===== config.mk =====
export PLATFORM = sky130hd
export DESIGN_NAME = ram_share_fifo_ctrl
export DESIGN_NICKNAME = d
export VERILOG_FILES = /design/src/rtl/ram_share_fifo_ctrl.sv
export SDC_FILE = /design/constraint.sdc
export NUM_CORES = 1
export LEC_CHECK = 0
export ABC_AREA = 1
export ABC_CLOCK_PERIOD_IN_PS = 2160
export CELL_PAD_IN_SITES_DETAIL_PLACEMENT = 0
export CELL_PAD_IN_SITES_GLOBAL_PLACEMENT = 1
export CORE_ASPECT_RATIO = 1.2
export CORE_MARGIN = 2
export CORE_UTILIZATION = 24
export DETAILED_ROUTE_END_ITERATION = 8
export PLACE_DENSITY_LB_ADDON = 0.05
export RECOVER_POWER = 100
export SYNTH_ARGS = -nofsm -noshare
export SYNTH_HDL_FRONTEND = slang
export SYNTH_SLANG_ARGS = --single-unit

===== constraint.sdc =====
create_clock -name clk -period 2.16 [get_ports clk]
set_input_delay 0.216 -clock clk [delete_from_list [all_inputs] [get_ports clk]]
set_output_delay 0.216 -clock clk [all_outputs]
set_load 0.01 [all_outputs]

===== src/rtl/ram_share_fifo_ctrl.sv =====
// Two write requesters share one dual-port RAM used as a FIFO, drained through a registered output stage.
// Define FIXED_PRIORITY_ARB_EN to make req0 always win ties; otherwise ties are resolved round-robin.
module ram_share_fifo_ctrl #(
  parameter int addr_width = 4,
  parameter int data_width = 8
) (
  input  logic                  clk,
  input  logic                  reset,
  input  logic                  req0_valid,
  input  logic [data_width-1:0] req0_data,
  output logic                  req0_ready,
  input  logic                  req1_valid,
  input  logic [data_width-1:0] req1_data,
  output logic                  req1_ready,
  output logic                  out_valid,
  output logic [data_width-1:0] out_data,
  input  logic                  out_ready,
  output logic                  ram_we,
  output logic [addr_width-1:0] ram_addr_wr,
  output logic [addr_width-1:0] ram_addr_rd,
  output logic [data_width-1:0] ram_din,
  input  logic [data_width-1:0] ram_dout,
  output logic [addr_width:0]   level,
  output logic                  full
);

  localparam logic [addr_width:0] full_level = {1'b1, {addr_width{1'b0}}};

  logic [addr_width-1:0] wr_ptr_q, wr_ptr_d;
  logic [addr_width-1:0] rd_ptr_q, rd_ptr_d;
  logic [addr_width:0]   level_q, level_d;
  logic                  out_valid_q, out_valid_d;
  logic [data_width-1:0] out_data_q, out_data_d;
  logic                  grant0, grant1, wr_acc, load;

`ifdef FIXED_PRIORITY_ARB_EN
  always_comb begin
    grant0 = req0_valid;
    grant1 = req1_valid & ~req0_valid;
  end
`else
  // last1_q set means req1 took the most recent accepted write, so req0 wins the next tie.
  logic last1_q, last1_d;

  always_comb begin
    grant1  = req1_valid & (~req0_valid | ~last1_q);
    grant0  = req0_valid & ~grant1;
    last1_d = wr_acc ? grant1 : last1_q;
  end

  always_ff @(posedge clk) begin
    if (reset) last1_q <= 1'b1;
    else       last1_q <= last1_d;
  end
`endif

  // Handshake: a requester's word is taken at the edge ending a cycle with valid & ready;
  // ready is the grant gated by pre-edge full and reset, never by out_ready.
  always_comb begin
    full       = (level_q == full_level);
    req0_ready = grant0 & ~full & ~reset;
    req1_ready = grant1 & ~full & ~reset;
    wr_acc     = req0_ready | req1_ready;
    load       = (level_q != '0) & (~out_valid_q | out_ready);
  end

  always_comb begin
    wr_ptr_d    = wr_acc ? wr_ptr_q + addr_width'(1) : wr_ptr_q;
    rd_ptr_d    = load ? rd_ptr_q + addr_width'(1) : rd_ptr_q;
    level_d     = level_q;
    if (wr_acc && !load)      level_d = level_q + (addr_width+1)'(1);
    else if (!wr_acc && load) level_d = level_q - (addr_width+1)'(1);
    out_data_d  = load ? ram_dout : out_data_q;
    out_valid_d = out_valid_q;
    if (load)           out_valid_d = 1'b1;
    else if (out_ready) out_valid_d = 1'b0;
  end

  always_ff @(posedge clk) begin
    if (reset) begin
      wr_ptr_q    <= '0;
      rd_ptr_q    <= '0;
      level_q     <= '0;
      out_valid_q <= 1'b0;
      out_data_q  <= '0;
    end else begin
      wr_ptr_q    <= wr_ptr_d;
      rd_ptr_q    <= rd_ptr_d;
      level_q     <= level_d;
      out_valid_q <= out_valid_d;
      out_data_q  <= out_data_d;
    end
  end

  always_comb begin
    ram_we      = wr_acc;
    ram_din     = grant1 ? req1_data : req0_data;
    ram_addr_wr = wr_ptr_q;
    ram_addr_rd = rd_ptr_q;
    out_valid   = out_valid_q;
    out_data    = out_data_q;
    level       = level_q;
  end

endmodule


### After elaboration in Yosys (flattened, before gate mapping)

Cells that the tools add are included.

| word-level totals | value |
|---|---|
| flip-flop bits (word level) | 23 |
| output and inout bits | 34 |
| word-level logic and storage cells | 39 |

| cells by class | value |
|---|---|
| add/sub/neg operators | 4 |
| equal/unequal tests | 1 |
| mux-type cells | 5 |
| bitwise operators | 16 |
| reductions and logical operators | 7 |

Operators with widths:

| cell | count |
|---|---|
| $mux W5 | 2 |
| $add A4 B1 Y4 const B | 2 |
| $mux W8 | 1 |
| $and A1 B1 Y1 | 7 |
| $not A1 Y1 | 6 |
| $add A5 B1 Y5 const B | 1 |
| $eq A5 B5 Y1 const B | 1 |
| $reduce_bool A5 Y1 | 1 |
| $sub A5 B1 Y5 const B | 1 |
| $reduce_bool A2 Y1 | 2 |
| $or A1 B1 Y1 | 3 |
| $logic_and A1 B1 Y1 | 2 |
| $logic_not A1 Y1 | 2 |
| $mux W1 | 2 |

### Depth between registers and ports, before layout

Gate-level depths: netlist (run 1).

| depth | value |
|---|---|
| depth after elaboration | 12 |
| depth in mapped cells | 14 |
| gate-level depth less buffers | 14 |

### Worst setup path before layout (run 1)

OpenSTA, ideal clock, no wires.

| timing | value |
|---|---|
| kind | reg-to-reg |
| start | register level_q[0] (netlist: level[0]) |
| end | register level_q[3] (netlist: level[3]) |
| setup time | 0.109 ns |
| arrival time | 2.000 ns |
| data required time | 2.051 ns |
| slack | 0.051 ns |
| stages on the path, launching flop included | 14 |
| buffers on the path | 0 |
| clock period less this slack | 2.109 ns |
| path through | dfxtp_1 -> nor2_4 -> nand3_2 -> nand3_4 -> nand2_4 -> ha_1 -> inv_1 -> ha_1 -> a21oi_1 -> a21oi_1 -> nor2_1 -> nand2_1 -> nand2_1 -> inv_1 |

| between the ends | value |
|---|---|
| longest elaborated chain between the ends | 8 |
| elaborated cells between the ends (all ways) | 18 |
| classes of those cells | 2 x add/sub; 1 x eq/ne; 2 x mux; 7 x bitwise; 6 x reduce/logical |

Ends and longest elaborated chain:

| element | RTL line | source |
|---|---|---|
| start, declared | 31 | `logic [addr_width:0] level_q, level_d;` |
| start signal, assigned | 89 | `level_q <= level_d;` |
| $eq A5 B5 Y1 * | 60 | `full = (level_q == full_level);` |
| $not A1 Y1 * | 61, 62 |  |
| $and A1 B1 Y1, on equally long branches (2 in a row) | 61, 62 |  |
| $or A1 B1 Y1 * | 63 | `wr_acc = req0_ready \| req1_ready;` |
| via ram_we | 18 | `output logic ram_we,` |
| $logic_not A1 Y1 | 72 | `else if (!wr_acc && load) level_d = level_q - (addr_width+1)'(1);` |
| $logic_and A1 B1 Y1 | 72 |  |
| $reduce_bool A2 Y1 (no line) | - |  |

Mark *: on every way through the listed nets, which the timed path passes. The rest lies on a longest branch. The select of a mux whose other input is x is not followed.
A chain may end at the register's enable or synchronous reset.

### Final worst setup path (run 1)

| timing | value |
|---|---|
| start | input port req0_valid |
| end | output port ram_we |

| between the ends | value |
|---|---|
| longest elaborated chain between the ends | 8 |
| elaborated cells between the ends (all ways) | 10 |
| classes of those cells | 10 x bitwise |

Ends and longest elaborated chain:

| element | RTL line | source |
|---|---|---|
| start, declared | 9 | `input logic req0_valid,` |
| $not A1 Y1 | 46 | `grant1 = req1_valid & (~req0_valid \| ~last1_q);` |
| $or A1 B1 Y1 | 46 |  |
| $and A1 B1 Y1 | 46 |  |
| $not A1 Y1 | 47 | `grant0 = req0_valid & ~grant1;` |
| $and A1 B1 Y1 | 47 |  |
| $and A1 B1 Y1 (2 in a row) | 61 | `req0_ready = grant0 & ~full & ~reset;` |
| $or A1 B1 Y1 * | 63 |  |
| end, declared | 18 |  |

Every way passes the cells marked *; elsewhere a longest branch is shown, timed or not.

==> results of run 1 <==
[layout make-up]
type                            instances  area share, %
Clock buffer                            3          1.935
Clock inverter                          1         0.3519
Inverter                               13          2.463
Multi-Input combinational cell        129          34.37
Sequential cell                        23          21.64
Tap cell                               60          3.519
Timing Repair Buffer                   80          35.72
[state kept, by name (all words and copies together) (netlist names)]
| name | flops |
|---|---|
| out_data | 8 |
| ram_addr_wr | 4 |
| out_valid | 1 |
| last1_q | 1 |
| level | 5 |
| ram_addr_rd | 4 |
[tightest hold or removal path, stage by stage (launching register included)]
cell and delay (ns):
dfxtp_1 0.35, a21oi_1 0.07, nand2_1 0.04
[metrics by stage]
step	cells	hold WS (ns)	worst slack [ns]	cell area (um^2)
floorplan	170	0.3786	0.05102	1255
finish	309	0.4784	0.1179	2133
global route	309	0.5143	0.006233	2133
CTS	305	0.4838	0.01343	2074
detailed placement	301	0.4622	-0.2252	2014
global placement	301	0.4630	-0.1624	2014
[per-layer routing]
layer / up-vias / global-route usage [%] / routed length [um]
met5: - / 0 / 0
met4: 0 / 4.021 / 81
met3: 8 / 3.155 / 215
met2: 45 / 21.56 / 1735
met1: 600 / 15.65 / 1600
li1: 706 / - / -
[logic make-up after synthesis]
family	count (synthesis)
DFF	23
xor gates and xnor gates	7
buffers and inverters	18
adders and majority gates	7
AOI/OAI and AO/OA	28
and+or+nand+nor	87
[final timing paths]
check                  end  slack [ns]
setup reg to reg  level[4]        0.24
hold reg to reg    last1_q        0.48
setup / recovery    ram_we        0.12
hold / removal     last1_q        0.48
[where the power goes]
group          internal (W)  total, W  switching (W)
Clock              0.000130  0.000273       0.000143
Combinational      0.000605   0.00126       0.000656
Sequential         0.000560  0.000659      0.0000989
Total               0.00130   0.00219       0.000898
[Yosys cell counts]
cell type  number
nand2_1        42
nor2_1         25
dfxtp_1        23
a21oi_1        13
o21ai_0        13
inv_1          10
nand3_1        10
ha_1            6
xor2_1          4
buf_6           3
inv_2           3
xnor2_1         3
a21oi_2         2
nand2_2         2
nand2_4         2
nand3_2         2
and2_4          1
buf_1           1
clkbuf_1        1
fa_1            1
nand3_4         1
nor2_2          1
nor2_4          1
[what timing repair did]
item / CTS / global route
gates resized for setup: 2 / 13
setup buffers: 0 / 4
endpoints found under the hold margin: 0 / 0
endpoints found under the setup margin: 9 / 10
==> reports/results.txt, run 1 <==
Initial core utilization -> 25.23%
CP Capture Type -> output pin
Compound-cell area share of the yosys netlist -> 11.76%
Worst-path fanout max -> 5
Syn avg cell area -> 7.382 um^2
Final setup TNS -> 0 ns
Post-synthesis mux area share -> 0%
Tmin final -> 2.042 ns
Fin. max-slew vios -> 0
Slowest CP cell -> dlygate4sd3_1
Most common cell after layout, fill and taps aside -> nand2_1
Drt first-iter violations -> 57
Die W -> 70.01 um
Initial antenna violation count -> 0
I/O pins -> 63
Status -> finished clean
Multi-input gate area -> 733.2 um^2
Remaining antenna violation count -> 0
Vias per inst -> 4.398
Die area -> 5826 um^2
CTS tree -> done
Final worst-path cycle share -> 94.54%
Worst hold stages -> 2
Post-CTS Hold Fix Bufs -> 0
Relative slew slack -> 68.12%
Max stage delay on crit path -> 0.61 ns
CTS H-tree lvls -> 1
Post-synthesis xor/xnor area fraction -> 4.885%
CTS Root Cell -> clkbuf_8
Critical path, cell by cell -> clkdlybuf4s50_1 > nand2_2 > a21oi_2 > nand2_4 > nand2_4 > buf_4 > dlygate4sd3_1
Register-to-Register Path Depth -> 13
First-pass iteration count of the detailed router -> 4
F_max -> 0.4897 GHz
IO buf count -> 62
Routed WL -> 3.633 mm
Synth area leader -> dfxtp_1
Max Cap Violations -> 0
Gpl congestion -> 0.8411
Post-synthesis sequential area ratio -> 36.69%
Most frequent cell on the critical path -> nand2_4
PD cells -> 1028 nW/um^2
R2R Path Start -> level[1]
Syn nets -> 206
Num CTS Buffers -> 3
RSZ-0062 raised after global routing -> false
Largest net degree at the start of global routing -> 15
Area Growth Syn to Fin -> 69.99%
Share of cells above drive strength 1 -> 14.86%
Final Hold Viols -> 0
Seq cells post-synth -> 23
Final Skew -> 0.004617 ns
Critical path's top delay family -> buffers and inverters
Worst Setup SP -> req0_valid
Placement row count -> 28
Inserted Diodes -> 0
Worst Max-Slew Pin Slew -> 0.4782 ns
Post-Synth Adder-Cell Area -> 7.577%
Nets -> 286
Critical Path RT -> 1.94 ns
Hold Crit Class -> flip-flop to flip-flop
Clk buf depth -> 2
Peak supply drop -> 0.6036 mV
Final HPWL DP -> 2.771 mm
Final setup violation count -> 0
Avg WL per Cell -> 11.76 um
Vias -> 1359
Clock latency on the worst-skew pair -> 0.26 ns
Leak Pwr -> 1.052 nW
Ys Warns -> 0
DRC -> 0
Sequential cell area -> 461.7 um^2
Netlist cell types -> 23
Crit path buffers/inverters -> 3
Yosys top cell area share -> 36.69%
Main combinational cell family by area after synthesis -> simple AND/OR/NAND/NOR gates
Vias in the first global route -> 1330
Synth Area in Simple Gates -> 31.90%
Tot Pwr -> 0.002193 W
Synthesized instance count -> 170
Crit Path Class -> primary input to output pin
Worst path depth -> 7
HP Start -> last1_q
Fill cells -> 497
First-pass GRT wire length -> 6.134 mm
CP arrival -> 1.83 ns
Gr usage total -> 12.71%
Final Util -> 42.88%
Most frequent cells in the layout -> nand2_1, clkdlybuf4s50_1, dlygate4sd3_1, nor2_1, dfxtp_1
Syn Std Cell Area -> 1255 um^2
CTS Sinks -> 23
Clock slew at reported path FFs -> 0.08 ns
Synth area leaders -> dfxtp_1, nand2_1, nor2_1
Remaining Overflow, GRT -> 0
Die Y -> 83.22 um
CP Launch Type -> primary input
Core Region -> 4975 um^2
(Power assumes the default switching activity.)
==> run 2: changes to the inputs <==
- CAP_MARGIN: not set -> 15
==> results of run 2 <==
Same layout as run 1: the final DEF is identical, and so are final timing and power.
==> RTL change 1, RTL diff (config.mk and constraints of run 2) <==
`out_data_q` no longer has a reset.
--- a/src/rtl/ram_share_fifo_ctrl.sv
+++ b/src/rtl/ram_share_fifo_ctrl.sv
@@ -84,3 +84,2 @@
       out_valid_q <= 1'b0;
-      out_data_q  <= '0;
     end else begin
@@ -90,4 +89,7 @@
       out_valid_q <= out_valid_d;
-      out_data_q  <= out_data_d;
     end
+  end
+
+  always_ff @(posedge clk) begin
+    out_data_q <= out_data_d;
   end
Function: differs if reset is asserted again (counterexample within 4 cycles, from zero or initial values and one cycle with reset high); with reset held inactive, the same outputs for 10 cycles.
==> RTL change 1 against run 2 <==
- total power down 0.80%
- count of clock-buffer cells in the layout unchanged
- synthesized cell count down 16%
- synthesized area down 1.3%
- critical path depth up 1
- routed wire length down 9.2%
- register-to-register slack worse by 0.07 ns
- core utilization about the same
- first-iteration DRC count down 47%
- sequential cell count unchanged
- combinational power down 5%
- worst setup slack worse by 0.015 ns
- cell area down 0.76%
- critical endpoint is now ram_din[3]
- largest cell class unchanged
==> RTL change 1: results (changes against run 2) <==
outcome completed; worst flop-to-flop path startpoint level[3]$_SDFFE_PP0P_; WL/cell 11.6 µm (-1.2%); ANT cells 0 (unchanged); Post-synth top cells 38 x nand2_1, 15 x dfxtp_1, 11 x nand3_1; met1 wire length 1470 µm (-8.3%); Largest register FFs 8 (unchanged); Worst-Margin Slew 0.483 ns (+0.00476 ns); fin crit share 95.2% (+0.69 points); clock sinks 23 (unchanged); M2 GR Usage 20.0% (-1.6 points); met3 usage 2.31% (-0.85 points); vias per cell 4.32 (-1.7%); Mapped Nets 179 (-13%); Placed Cells 277 (-8.0%); Internal Power 1.33 mW (+2.7%); ys async rst share 0% (unchanged); sequential share of cell area 25.5% (+3.9 points); Reg area 541 µm² (+17%); Worst Skew 0.000838 ns (-0.00378 ns); Clk pwr share 13.0% (+0.5 points); bufs w/o clock 79 (-1.3%); highest metal used met4; DR WL met3 180 µm (-16%); crit-path max cell delay 0.53 ns (-0.08 ns); Lkg Pwr 0.949 nW (-9.8%); WL met2 1620 µm (-6.9%); # fillers 485 (-2.4%); clk pwr 0.283 mW (+4%); Critical Path Fanout Max 9 (+4); Setup WS pre-CTS -0.169 ns (+0.0564 ns); Arrival @ worst endpoint around 1.8 ns; sequential area share after synthesis 43.6% (+6.9 points); layout cells sized above 1 21.0% (+6.1 points); Power Combinational 1.20 mW (-5%); Max H-tree Level 1 (unchanged); multi-input gate count 105 (-19%); Worst path slowest cell clkdlybuf4s50_1; Post-Syn Instances 143 (-16%); Critical path destination ram_din[3]; r2r setup slk 0.17 ns (-0.07 ns); Signal buf overhead 35.9% (+0.16 points); nets@finish 261 (-8.7%); number of synthesized flops with an enable pin 8 (+8); post-DP HPWL 2570 µm (-7.4%); vias in the first global route 1114 (-16%); gr usage total 11.3% (-1.4 points); initial drt markers 30 (-47%); Global Route met1 Usage 13.8% (-1.9 points); family with the most delay on the worst path buffers and inverters; Area contributors post-synth dfxtp_1 24%, edfxtp_1 19%, nand2_1 12%; gpl congestion 0.809 (-3.8%); multi-input gate share of total cell area 30.2% (-4.2 points); first-pass GRT wire length 5200 µm (-15%); final hold slack 0.491 ns (+0.0130 ns); WL final 3300 µm (-9.2%); Max VDD drop 536 µV (-11%); ClkCell Share 2.30% (+0.018 points); Mapped Area 1240 µm² (-1.3%); DP Area 2020 µm² (+0.12%)
## RTL change 1: cell count changes after synthesis, sizes merged
| cell | before | now |
|---|---|---|
| edfxtp | 0 | 8 |
| nor2 | 27 | 11 |
| buf | 4 | 2 |
| clkbuf | 1 | 0 |
| dfxtp | 23 | 15 |
| o21ai | 13 | 5 |
## RTL change 1: cells by family after synthesis
| family | Yosys count | synth area share, % |
|---|---|---|
| compound gates | 20 | 9.90 |
| xor+xnor | 7 | 4.95 |
| fa+ha+maj | 7 | 7.68 |
| buf+inv | 15 | 5.96 |
| flops | 23 | 43.6 |
| simple gates | 71 | 27.9 |
## RTL change 1: what timing repair did
action | CTS | global route
pin swaps | 0 | 1
setup endpoints to repair | 8 | 9
hold buffers | 0 | 0
setup buffers | 0 | 3
resized for setup | 1 | 11
==> RTL change 2, RTL diff (settings of run 2) <==
Made on the original files. Set the parameter `addr_width` to 5 (it was 4).
--- a/src/rtl/ram_share_fifo_ctrl.sv
+++ b/src/rtl/ram_share_fifo_ctrl.sv
@@ -3,3 +3,3 @@
 module ram_share_fifo_ctrl #(
-  parameter int addr_width = 4,
+  parameter int addr_width = 5,
   parameter int data_width = 8
Ports: changed (resized level, ram_addr_rd and ram_addr_wr); port bits go from 63 to 66. No check against the original RTL was run, so the function may have changed too.
==> RTL change 2 against run 2 <==
- core utilization shrank 1.8 points
- total power rose by 21%
- cell count grew 14%
- sequential cell count grew 3
- fmax decreased by 1.9%
- routed wire length rose by 16%
- synthesized area grew 19%
- worst setup slack worse by 0.039 ns
- cell area rose by 16%
- sequential share of layout area down 0.54 points
==> RTL change 2: results (changes against run 2) <==
outcome completed; met1 wire length 1680 µm (+5.0%); Setup WS pre-CTS -0.276 ns (-0.0512 ns); Critical Path Fanout Max 8 (+3); Placed Cells 347 (+15%); multi-input gate count 134 (+3.9%); clock sinks 26 (+13%); CTS clk-pin slew, worst paths 0.10 ns (+0.02 ns); ClkCell Share 2.88% (+0.60 points); M2 GR Usage 24.4% (+2.8 points); Inverters 20 (+7); Psw 1.05 mW (+17%); Area contributors post-synth dfxtp_1 35%, nand3_1 6.7%, mux2_2 6.0%; DP Area 2360 µm² (+17%); Combinational Power Share 57.8% (+0.3 points); gr usage total 12.3% (-0.45 points); met3 usage 2.70% (-0.46 points); bufs w/o clock 85 (+6.3%); vias per cell 4.39 (-0.24%); Worst path slowest cell clkdlybuf4s50_1; layout cells sized above 1 20.8% (+6.0 points); port bufs 65 (+4.8%); Signal buf overhead 32.3% (-3.4 points); vias in the first global route 1564 (+18%); Worst Skew 0.00660 ns (+0.00198 ns); sequential area share after synthesis 34.9% (-1.8 points); Vias 1540 (+13%); Sequential Power Share 26.9% (-3.1 points); Post-Syn Instances 184 (+8.2%); Mapped Nets 221 (+7.3%); syn_area_per_cell 8.11 µm² (+9.8%); Reg area 522 µm² (+13%); Max VDD drop 611 µV (+1.2%); largest net degree at the start of global routing 16 (+1); nets@finish 307 (+7.3%); initial drt markers 43 (-25%); # fillers 643 (+29%); Net Sw Frac 39.4% (-1.5 points); Arrival @ worst endpoint 1.86 ns (+0.03 ns); Worst Hold Class primary input to register; Lkg Pwr 1.12 nW (+6.1%)
[RTL change 2: kinds of logic after synthesis]
| group | share of synthesized area, % |
|---|---|
| AOI/OAI and AO/OA | 12.2 |
| xor gates and xnor gates | 4.70 |
| adders and majority gates | 7.21 |
| DFF | 34.9 |
| buffers and inverters | 7.13 |
| muxes | 6.04 |
| and+or+nand+nor | 27.8 |
[RTL change 2: timing repair]
action                                  in CTS  in global routing
buffers inserted                             0                  0
resized for setup                            0                  8
endpoints found under the setup margin       0                  4
[RTL change 2: worst paths after layout]
kind,start,end,slack [ns],cells after the start
worst max-delay path,req0_valid,ram_din[0],0.08,6
worst min-delay path,reset,ram_addr_rd[4]$_SDFFE_PP0P_,0.36,3
worst max register to register,level[4]$_SDFFE_PP0P_,level[5]$_SDFFE_PP0P_,0.21,15
worst min register to register,out_data[4]$_SDFFE_PP0P_,out_data[4]$_SDFFE_PP0P_,0.48,2
